--- src/rtl/vga_bar_pkg.sv ---
`default_nettype none
// ============================================================================
// Module   : vga_bar_pkg
// Purpose  : Shared constants and helpers for the VGA bar display.
//            Holds the default 640x480@60 timing, the sync-polarity encoding,
//            the default layout values and a helper that sums a timing axis.
// Ports    : none (package)
// Revision : 1.0 - initial parametrised release
// ============================================================================
package vga_bar_pkg;

  // Sync polarity encoding: the value is the level driven while sync is active.
  localparam int SYNC_ACTIVE_LOW  = 0;
  localparam int SYNC_ACTIVE_HIGH = 1;

  // Default 640x480@60 timing (25 MHz pixel clock from a 50 MHz system clock).
  localparam int DEF_CLK_DIV  = 2;
  localparam int DEF_H_VIS    = 640;
  localparam int DEF_H_FP     = 16;
  localparam int DEF_H_SYNC   = 96;
  localparam int DEF_H_BP     = 48;
  localparam int DEF_V_VIS    = 480;
  localparam int DEF_V_FP     = 10;
  localparam int DEF_V_SYNC   = 2;
  localparam int DEF_V_BP     = 33;
  localparam int DEF_SYNC_POL = SYNC_ACTIVE_LOW;

  // Default bar layout.
  localparam int DEF_CELLS   = 8;
  localparam int DEF_BAR_Y0  = 211;
  localparam int DEF_BAR_Y1  = 270;
  localparam int DEF_COLOR_W = 1;

  // Total length of one timing axis (H_TOTAL or V_TOTAL).
  function automatic int vga_total(input int vis, input int fp,
                                   input int sync, input int bp);
    return vis + fp + sync + bp;
  endfunction

endpackage
`default_nettype wire

--- src/rtl/vga_bar_timing.sv ---
`default_nettype none
// ============================================================================
// Module   : vga_bar_timing
// Purpose  : Pixel-clock divider, horizontal/vertical counters and registered
//            sync generation for a porch/sync/back-porch VGA timing model.
// Ports    : clock, reset   - system clock, synchronous active-high reset
//            pix_en         - one-clock pixel tick (constant 1 when CLK_DIV=1)
//            h_cnt, v_cnt   - current pixel position (advance on pix_en)
//            visible        - h_cnt/v_cnt inside the active area
//            hsync, vsync   - registered sync, one tick behind the counters
// Revision : 1.0 - initial parametrised release
// ============================================================================
module vga_bar_timing
  import vga_bar_pkg::*;
#(
  parameter int CLK_DIV  = DEF_CLK_DIV,
  parameter int H_VIS    = DEF_H_VIS,
  parameter int H_FP     = DEF_H_FP,
  parameter int H_SYNC   = DEF_H_SYNC,
  parameter int H_BP     = DEF_H_BP,
  parameter int V_VIS    = DEF_V_VIS,
  parameter int V_FP     = DEF_V_FP,
  parameter int V_SYNC   = DEF_V_SYNC,
  parameter int V_BP     = DEF_V_BP,
  parameter int SYNC_POL = DEF_SYNC_POL,
  parameter int H_W      = $clog2(vga_total(H_VIS, H_FP, H_SYNC, H_BP) + 1),
  parameter int V_W      = $clog2(vga_total(V_VIS, V_FP, V_SYNC, V_BP) + 1)
) (
  input  logic           clock,
  input  logic           reset,
  output logic           pix_en,
  output logic [H_W-1:0] h_cnt,
  output logic [V_W-1:0] v_cnt,
  output logic           visible,
  output logic           hsync,
  output logic           vsync
);

  localparam int H_TOTAL = vga_total(H_VIS, H_FP, H_SYNC, H_BP);
  localparam int V_TOTAL = vga_total(V_VIS, V_FP, V_SYNC, V_BP);

  localparam logic [H_W-1:0] H_LAST   = H_W'(H_TOTAL - 1);
  localparam logic [H_W-1:0] H_VIS_C  = H_W'(H_VIS);
  localparam logic [H_W-1:0] HS_START = H_W'(H_VIS + H_FP);
  localparam logic [H_W-1:0] HS_END   = H_W'(H_VIS + H_FP + H_SYNC);
  localparam logic [V_W-1:0] V_LAST   = V_W'(V_TOTAL - 1);
  localparam logic [V_W-1:0] V_VIS_C  = V_W'(V_VIS);
  localparam logic [V_W-1:0] VS_START = V_W'(V_VIS + V_FP);
  localparam logic [V_W-1:0] VS_END   = V_W'(V_VIS + V_FP + V_SYNC);

  localparam logic SYNC_ON = (SYNC_POL != 0);

  // Pixel tick: fires on the last system clock of each pixel period.
  generate
    if (CLK_DIV > 1) begin : g_div
      localparam int DIV_W = $clog2(CLK_DIV);
      localparam logic [DIV_W-1:0] DIV_LAST = DIV_W'(CLK_DIV - 1);
      logic [DIV_W-1:0] div_cnt;

      always_ff @(posedge clock) begin
        if (reset) begin
          div_cnt <= '0;
        end else if (div_cnt == DIV_LAST) begin
          div_cnt <= '0;
        end else begin
          div_cnt <= div_cnt + DIV_W'(1);
        end
      end

      assign pix_en = (div_cnt == DIV_LAST);
    end else begin : g_no_div
      assign pix_en = 1'b1;
    end
  endgenerate

  always_ff @(posedge clock) begin
    if (reset) begin
      h_cnt <= '0;
      v_cnt <= '0;
    end else if (pix_en) begin
      if (h_cnt == H_LAST) begin
        h_cnt <= '0;
        v_cnt <= (v_cnt == V_LAST) ? '0 : v_cnt + V_W'(1);
      end else begin
        h_cnt <= h_cnt + H_W'(1);
      end
    end
  end

  logic h_in_sync;
  logic v_in_sync;

  assign h_in_sync = (h_cnt >= HS_START) && (h_cnt < HS_END);
  assign v_in_sync = (v_cnt >= VS_START) && (v_cnt < VS_END);
  assign visible   = (h_cnt < H_VIS_C) && (v_cnt < V_VIS_C);

  // Registered so sync lines up with the registered colour in the top level.
  always_ff @(posedge clock) begin
    if (reset) begin
      hsync <= ~SYNC_ON;
      vsync <= ~SYNC_ON;
    end else if (pix_en) begin
      hsync <= h_in_sync ? SYNC_ON : ~SYNC_ON;
      vsync <= v_in_sync ? SYNC_ON : ~SYNC_ON;
    end
  end

endmodule
`default_nettype wire

--- src/rtl/vga_bar_display.sv ---
`default_nettype none
// ============================================================================
// Module   : vga_bar_display
// Purpose  : VGA timing plus bar renderer. CELLS framebuffer bits are drawn
//            as equal-width columns inside the band BAR_Y0 <= y < BAR_Y1.
//            The framebuffer is latched once per frame so a frame never tears.
// Ports    : clock, reset          - system clock, sync active-high reset
//            framebuffer[CELLS]    - cell states, bit 0 = leftmost column
//            fg_rgb, bg_rgb        - lit / unlit colour {r,g,b}
//            vga_hsync, vga_vsync  - sync outputs (active level SYNC_POL)
//            vga_r, vga_g, vga_b   - colour outputs, 0 during blanking
//            frame_start           - one-clock pulse as counters wrap to (0,0)
// Options  : VGA_BAR_BORDER_EN     - when defined, the outermost visible
//                                    rows/columns are drawn in fg_rgb
// Revision : 1.0 - initial parametrised release
// ============================================================================
module vga_bar_display
  import vga_bar_pkg::*;
#(
  parameter int CLK_DIV  = DEF_CLK_DIV,
  parameter int H_VIS    = DEF_H_VIS,
  parameter int H_FP     = DEF_H_FP,
  parameter int H_SYNC   = DEF_H_SYNC,
  parameter int H_BP     = DEF_H_BP,
  parameter int V_VIS    = DEF_V_VIS,
  parameter int V_FP     = DEF_V_FP,
  parameter int V_SYNC   = DEF_V_SYNC,
  parameter int V_BP     = DEF_V_BP,
  parameter int SYNC_POL = DEF_SYNC_POL,
  parameter int CELLS    = DEF_CELLS,
  parameter int BAR_Y0   = DEF_BAR_Y0,
  parameter int BAR_Y1   = DEF_BAR_Y1,
  parameter int COLOR_W  = DEF_COLOR_W
) (
  input  logic                 clock,
  input  logic                 reset,
  input  logic [CELLS-1:0]     framebuffer,
  input  logic [3*COLOR_W-1:0] fg_rgb,
  input  logic [3*COLOR_W-1:0] bg_rgb,
  output logic                 vga_hsync,
  output logic                 vga_vsync,
  output logic [COLOR_W-1:0]   vga_r,
  output logic [COLOR_W-1:0]   vga_g,
  output logic [COLOR_W-1:0]   vga_b,
  output logic                 frame_start
);

  localparam int H_TOTAL = vga_total(H_VIS, H_FP, H_SYNC, H_BP);
  localparam int V_TOTAL = vga_total(V_VIS, V_FP, V_SYNC, V_BP);
  localparam int H_W     = $clog2(H_TOTAL + 1);
  localparam int V_W     = $clog2(V_TOTAL + 1);
  localparam int CELL_W  = H_VIS / CELLS;
  localparam int PX_W    = (CELL_W > 1) ? $clog2(CELL_W) : 1;
  localparam int IDX_W   = (CELLS > 1) ? $clog2(CELLS) : 1;

  localparam logic [H_W-1:0]   H_LAST   = H_W'(H_TOTAL - 1);
  localparam logic [V_W-1:0]   V_LAST   = V_W'(V_TOTAL - 1);
  localparam logic [V_W-1:0]   BAND_Y0  = V_W'(BAR_Y0);
  localparam logic [V_W-1:0]   BAND_Y1  = V_W'(BAR_Y1);
  localparam logic [PX_W-1:0]  PX_LAST  = PX_W'(CELL_W - 1);
  localparam logic [IDX_W-1:0] IDX_LAST = IDX_W'(CELLS - 1);

  logic           pix_en;
  logic [H_W-1:0] h_cnt;
  logic [V_W-1:0] v_cnt;
  logic           visible;

  vga_bar_timing #(
    .CLK_DIV  (CLK_DIV),
    .H_VIS    (H_VIS),
    .H_FP     (H_FP),
    .H_SYNC   (H_SYNC),
    .H_BP     (H_BP),
    .V_VIS    (V_VIS),
    .V_FP     (V_FP),
    .V_SYNC   (V_SYNC),
    .V_BP     (V_BP),
    .SYNC_POL (SYNC_POL),
    .H_W      (H_W),
    .V_W      (V_W)
  ) u_timing (
    .clock   (clock),
    .reset   (reset),
    .pix_en  (pix_en),
    .h_cnt   (h_cnt),
    .v_cnt   (v_cnt),
    .visible (visible),
    .hsync   (vga_hsync),
    .vsync   (vga_vsync)
  );

  logic line_end;
  logic frame_end;

  assign line_end  = pix_en && (h_cnt == H_LAST);
  assign frame_end = line_end && (v_cnt == V_LAST);

  // Column index tracked incrementally so no divide by CELL_W is needed.
  // It parks on the last column through the blanking interval.
  logic [PX_W-1:0]  cell_px;
  logic [IDX_W-1:0] cell_idx;

  always_ff @(posedge clock) begin
    if (reset) begin
      cell_px  <= '0;
      cell_idx <= '0;
    end else if (pix_en) begin
      if (line_end) begin
        cell_px  <= '0;
        cell_idx <= '0;
      end else if (cell_px == PX_LAST) begin
        cell_px <= '0;
        if (cell_idx != IDX_LAST) begin
          cell_idx <= cell_idx + IDX_W'(1);
        end
      end else begin
        cell_px <= cell_px + PX_W'(1);
      end
    end
  end

  // Frame latch: captured on the tick that takes the counters to (0,0), so
  // the whole following frame renders from one framebuffer snapshot.
  logic [CELLS-1:0] fb_q;

  always_ff @(posedge clock) begin
    if (reset) begin
      fb_q        <= '0;
      frame_start <= 1'b0;
    end else begin
      frame_start <= frame_end;
      if (frame_end) begin
        fb_q <= framebuffer;
      end
    end
  end

  logic                 band;
  logic [3*COLOR_W-1:0] pix_rgb;
  logic [3*COLOR_W-1:0] rgb_q;

  assign band = (v_cnt >= BAND_Y0) && (v_cnt < BAND_Y1);

`ifdef VGA_BAR_BORDER_EN
  localparam logic [H_W-1:0] H_VIS_LAST = H_W'(H_VIS - 1);
  localparam logic [V_W-1:0] V_VIS_LAST = V_W'(V_VIS - 1);

  logic border;

  assign border = (h_cnt == '0) || (h_cnt == H_VIS_LAST) ||
                  (v_cnt == '0) || (v_cnt == V_VIS_LAST);

  always_comb begin
    pix_rgb = '0;
    if (visible) begin
      if (border) begin
        pix_rgb = fg_rgb;
      end else if (band) begin
        pix_rgb = fb_q[cell_idx] ? fg_rgb : bg_rgb;
      end
    end
  end
`else
  always_comb begin
    pix_rgb = '0;
    if (visible && band) begin
      pix_rgb = fb_q[cell_idx] ? fg_rgb : bg_rgb;
    end
  end
`endif

  // Same one-tick latency as the sync registers in the timing block.
  always_ff @(posedge clock) begin
    if (reset) begin
      rgb_q <= '0;
    end else if (pix_en) begin
      rgb_q <= pix_rgb;
    end
  end

  assign {vga_r, vga_g, vga_b} = rgb_q;

endmodule
`default_nettype wire

--- config.mk ---
export PLATFORM = sky130hd
export DESIGN_NAME = vga_bar_display
export DESIGN_NICKNAME = d
export VERILOG_FILES = /design/src/rtl/vga_bar_pkg.sv /design/src/rtl/vga_bar_timing.sv /design/src/rtl/vga_bar_display.sv
export SDC_FILE = /design/constraint.sdc
export NUM_CORES = 1
export LEC_CHECK = 0
export CORE_MARGIN = 8
export CORE_UTILIZATION = 55
export CTS_CLUSTER_DIAMETER = 100
export DETAILED_ROUTE_END_ITERATION = 8
export PLACE_DENSITY = 0.77
export SLEW_MARGIN = 20
export SYNTH_ARGS = -nofsm -noshare
export SYNTH_HDL_FRONTEND = slang
export SYNTH_SLANG_ARGS = --single-unit
--- constraint.sdc ---
create_clock -name clock -period 3.5 [get_ports clock]
set_input_delay 0.525 -clock clock [delete_from_list [all_inputs] [get_ports clock]]
set_output_delay 0.525 -clock clock [all_outputs]
set_load 0.01 [all_outputs]
==> metrics.yaml <==
clocking:
  cts_resized: 0
  clock_tree.root_cell: "clkbuf_8"
  number_of_buffers_inserted_by_hold_repair_at_cts: 0
  ctsLongestPathBuffers: 2
  clk_pin_slew_worst_paths_ns: 0.08
  post-cts-setup-buffer-count: 0
  cts_inserted_buffers: 5
  cts.htree.levels: 2
  cts_sinks: 45
  tritoncts_clock_tree: "built"
  clk_latency_worst_skew_pair_ns: 0.31
setup_path:
  worstPathMaxFanout: 11
  arrival_ns: 2.32
  worst-setup-path-type: "register to register"
  critPathCaptureType: "register"
  critPathTopFamily: "simple AND/OR/NAND/NOR gates"
  cp-start-kind: "register"
  worst-endpoint-required_ns: 3.68
  crit_chain: "or4b_1, or3_4, o21bai_1, nor2_1"
  cp_slowest_stage_delay_ns: 0.74
  critical_path.n_buffers_inverters: 0
  crit_slowest_cell: "or4b_1"
final_layout:
  multi_input_comb_area_sq_um: 1290
  nets: 301
  diodes: 0
  fillers: 360
  final_util_pct: 65.50
  mostFrequentLayoutCell: "dfxtp_1"
  syn_to_final_growth_pct: 14.00
  leading_cell_types_in_the_layout_fill_and_taps_excluded: "dfxtp_1 (45), clkdlybuf4s50_1 (21), nor2_1 (19)"
  seq_area_sq_um: 900.9
  drive_gt1_share_pct: 10.75
drt:
  post_drt_via_cell_ratio: 5.836
  ant_nets: 0
  drc: 0
  drt_iter0_markers: 121
  wire_length_per_cell_um: 14.26
  wl_um: 4690
  detailedRoute.firstPassIterationCount: 4
  dr_total_vias: 1920
timing:
  finalHoldViolations: 0
  finalWorstPathRequiredPeriod_ns: 2.138
  tightestPinTransition_ns: 0.6462
  maxSlewHeadroom_pct: 56.68
  clock_skew_ns: 0.01166
  post-route-period-util_pct: 61.09
  finalMaxSlewViolations: 0
  setup_tns_ns: 0
  max_freq_ghz: 0.4677
  grt_setup_unrepaired: "no"
  setup_violation_total_in_the_final_timing_report: 0
floorplanning:
  dieArea_sq_um: 6541
  initial_core_util_pct: 57.45
  die_y_um: 80.88
  row_count: 23
  die_x_um: 80.88
  floorplan.core_area_sq_um: 4029
  num_io_pins: 22
status:
  outcome: "finished clean"
pwr:
  leakagePower_uw: 0.0009530
  irDropWorstVdd_uv: 239.9
  post-layout-total-power_uw: 968.3
  power_density_nw_per_um2: 366.9
global_route:
  grt_start_max_net_pins: 27
  track_usage_pct: 15.33
  grt_pass1_wl_um: 8052
  first_global_vias: 1794
  antenna_found_initial: 0
  grt_remaining_overflow: 0
synthesis:
  post_synth.cell_area_avg_sq_um: 8.801
  synth.net_count: 286
  synth_cells: 263
  synth-main-ff-cell: "dfxtp_1"
  synth_enable_flop_cells: 0
  asyncSetResetFlopFracSynth_pct: 0
  cell_area_after_synthesis_sq_um: 2315
  synth_warnings: 0
  synth.yosys.seq_area_share_pct: 38.92
  yosys_register_bits: 45
  count_of_cell_types_in_the_netlist: 51
place:
  portBuffers: 21
  finalWeightedCongestion: 0.9160
  dp_hpwl_um: 3369
min_path:
  worstHoldPathType: "register to register"
run:
  max_cap_violations: 0
## power by group
group          total (uW)  switching (uW)  leakage, uW  internal (uW)
sequential            523            5.55     0.000363            518
combinational        50.8            24.1     0.000534           26.7
clock                 394             180    0.0000554            214
## path summary, 6_finish.rpt
check	end	slack [ns]	from	cells after the start
max	u_timing.v_cnt[1]	1.36	u_timing.h_cnt[5]	4
min	rgb_q[1]	0.47	rgb_q[1]	2
max reg2reg	u_timing.v_cnt[1]	1.36	u_timing.h_cnt[5]	4
min reg2reg	rgb_q[1]	0.47	rgb_q[1]	2
## tightest hold or removal path: stages, from the launching register on
cell     delay, ns
dfxtp_1       0.33
nand2_1       0.05
o21ai_0       0.06
## layout make-up
| class | count | share of cell area [%] |
|---|---|---|
| inverter | 13 | 1.849 |
| sequential | 45 | 34.14 |
| clock buffer | 6 | 2.750 |
| tap | 50 | 2.371 |
| clock inverter | 2 | 1.470 |
| multi-input combinational | 190 | 48.89 |
| timing repair buffer | 23 | 8.535 |
## state kept, by name, indices dropped and copies added, names as in the netlist, 3 cells and up
register,count
u_timing.h_cnt,10
u_timing.v_cnt,10
fb_q,8
cell_px,7
cell_idx,3
rgb_q,3
## per-stage QoR
stage | area, sq um | instances | setup slack [ns] | hold WS [ns]
finish | 2639 | 329 | 1.362 | 0.4677
global route | 2639 | 329 | 1.240 | 0.4900
global placement | 2527 | 321 | 1.412 | 0.4388
floorplan | 2315 | 263 | 1.646 | 0.4360
CTS | 2639 | 329 | 1.340 | 0.4680
detailed placement | 2527 | 321 | 1.367 | 0.4478
## synth_stat cells (all sizes together) (3+ instances only)
cell | count | area share, %
a21oi | 15 | 3.2
a31o | 3 | 1.1
a31oi | 3 | 0.81
and3 | 6 | 1.6
buf | 5 | 1.6
clkbuf | 10 | 1.6
dfxtp | 45 | 39
ha | 7 | 3.8
inv | 13 | 2.1
mux2i | 8 | 3.5
nand2 | 17 | 2.8
nand2b | 3 | 0.81
nand3 | 18 | 3.9
nand4 | 10 | 2.7
nor2 | 19 | 3.1
nor2b | 3 | 0.81
nor3 | 9 | 2.9
nor4 | 6 | 2.9
o211ai | 3 | 0.97
o21ai | 19 | 4.3
or3 | 4 | 1.4
or3b | 3 | 1.1
xnor2 | 6 | 2.3
xor2 | 7 | 2.6
## kinds of logic after synthesis
family / synth area share, %
muxes: 5.892
and+or+nand+nor: 26.81
adders and majority gates: 3.784
buffers and inverters: 5.352
xor gates and xnor gates: 4.919
DFF: 38.92
AOI/OAI and AO/OA: 14.33
## per-layer routing
| metal | GRT usage (%) | share of wire [%] | vias up |
|---|---|---|---|
| li1 | - | - | 977 |
| met1 | 18.79 | 46 | 877 |
| met2 | 24.46 | 45 | 57 |
| met3 | 3.974 | 6.7 | 9 |
| met4 | 7.500 | 2.3 | 0 |
| met5 | 0 | 0 | - |
(Power assumes the default switching activity.)
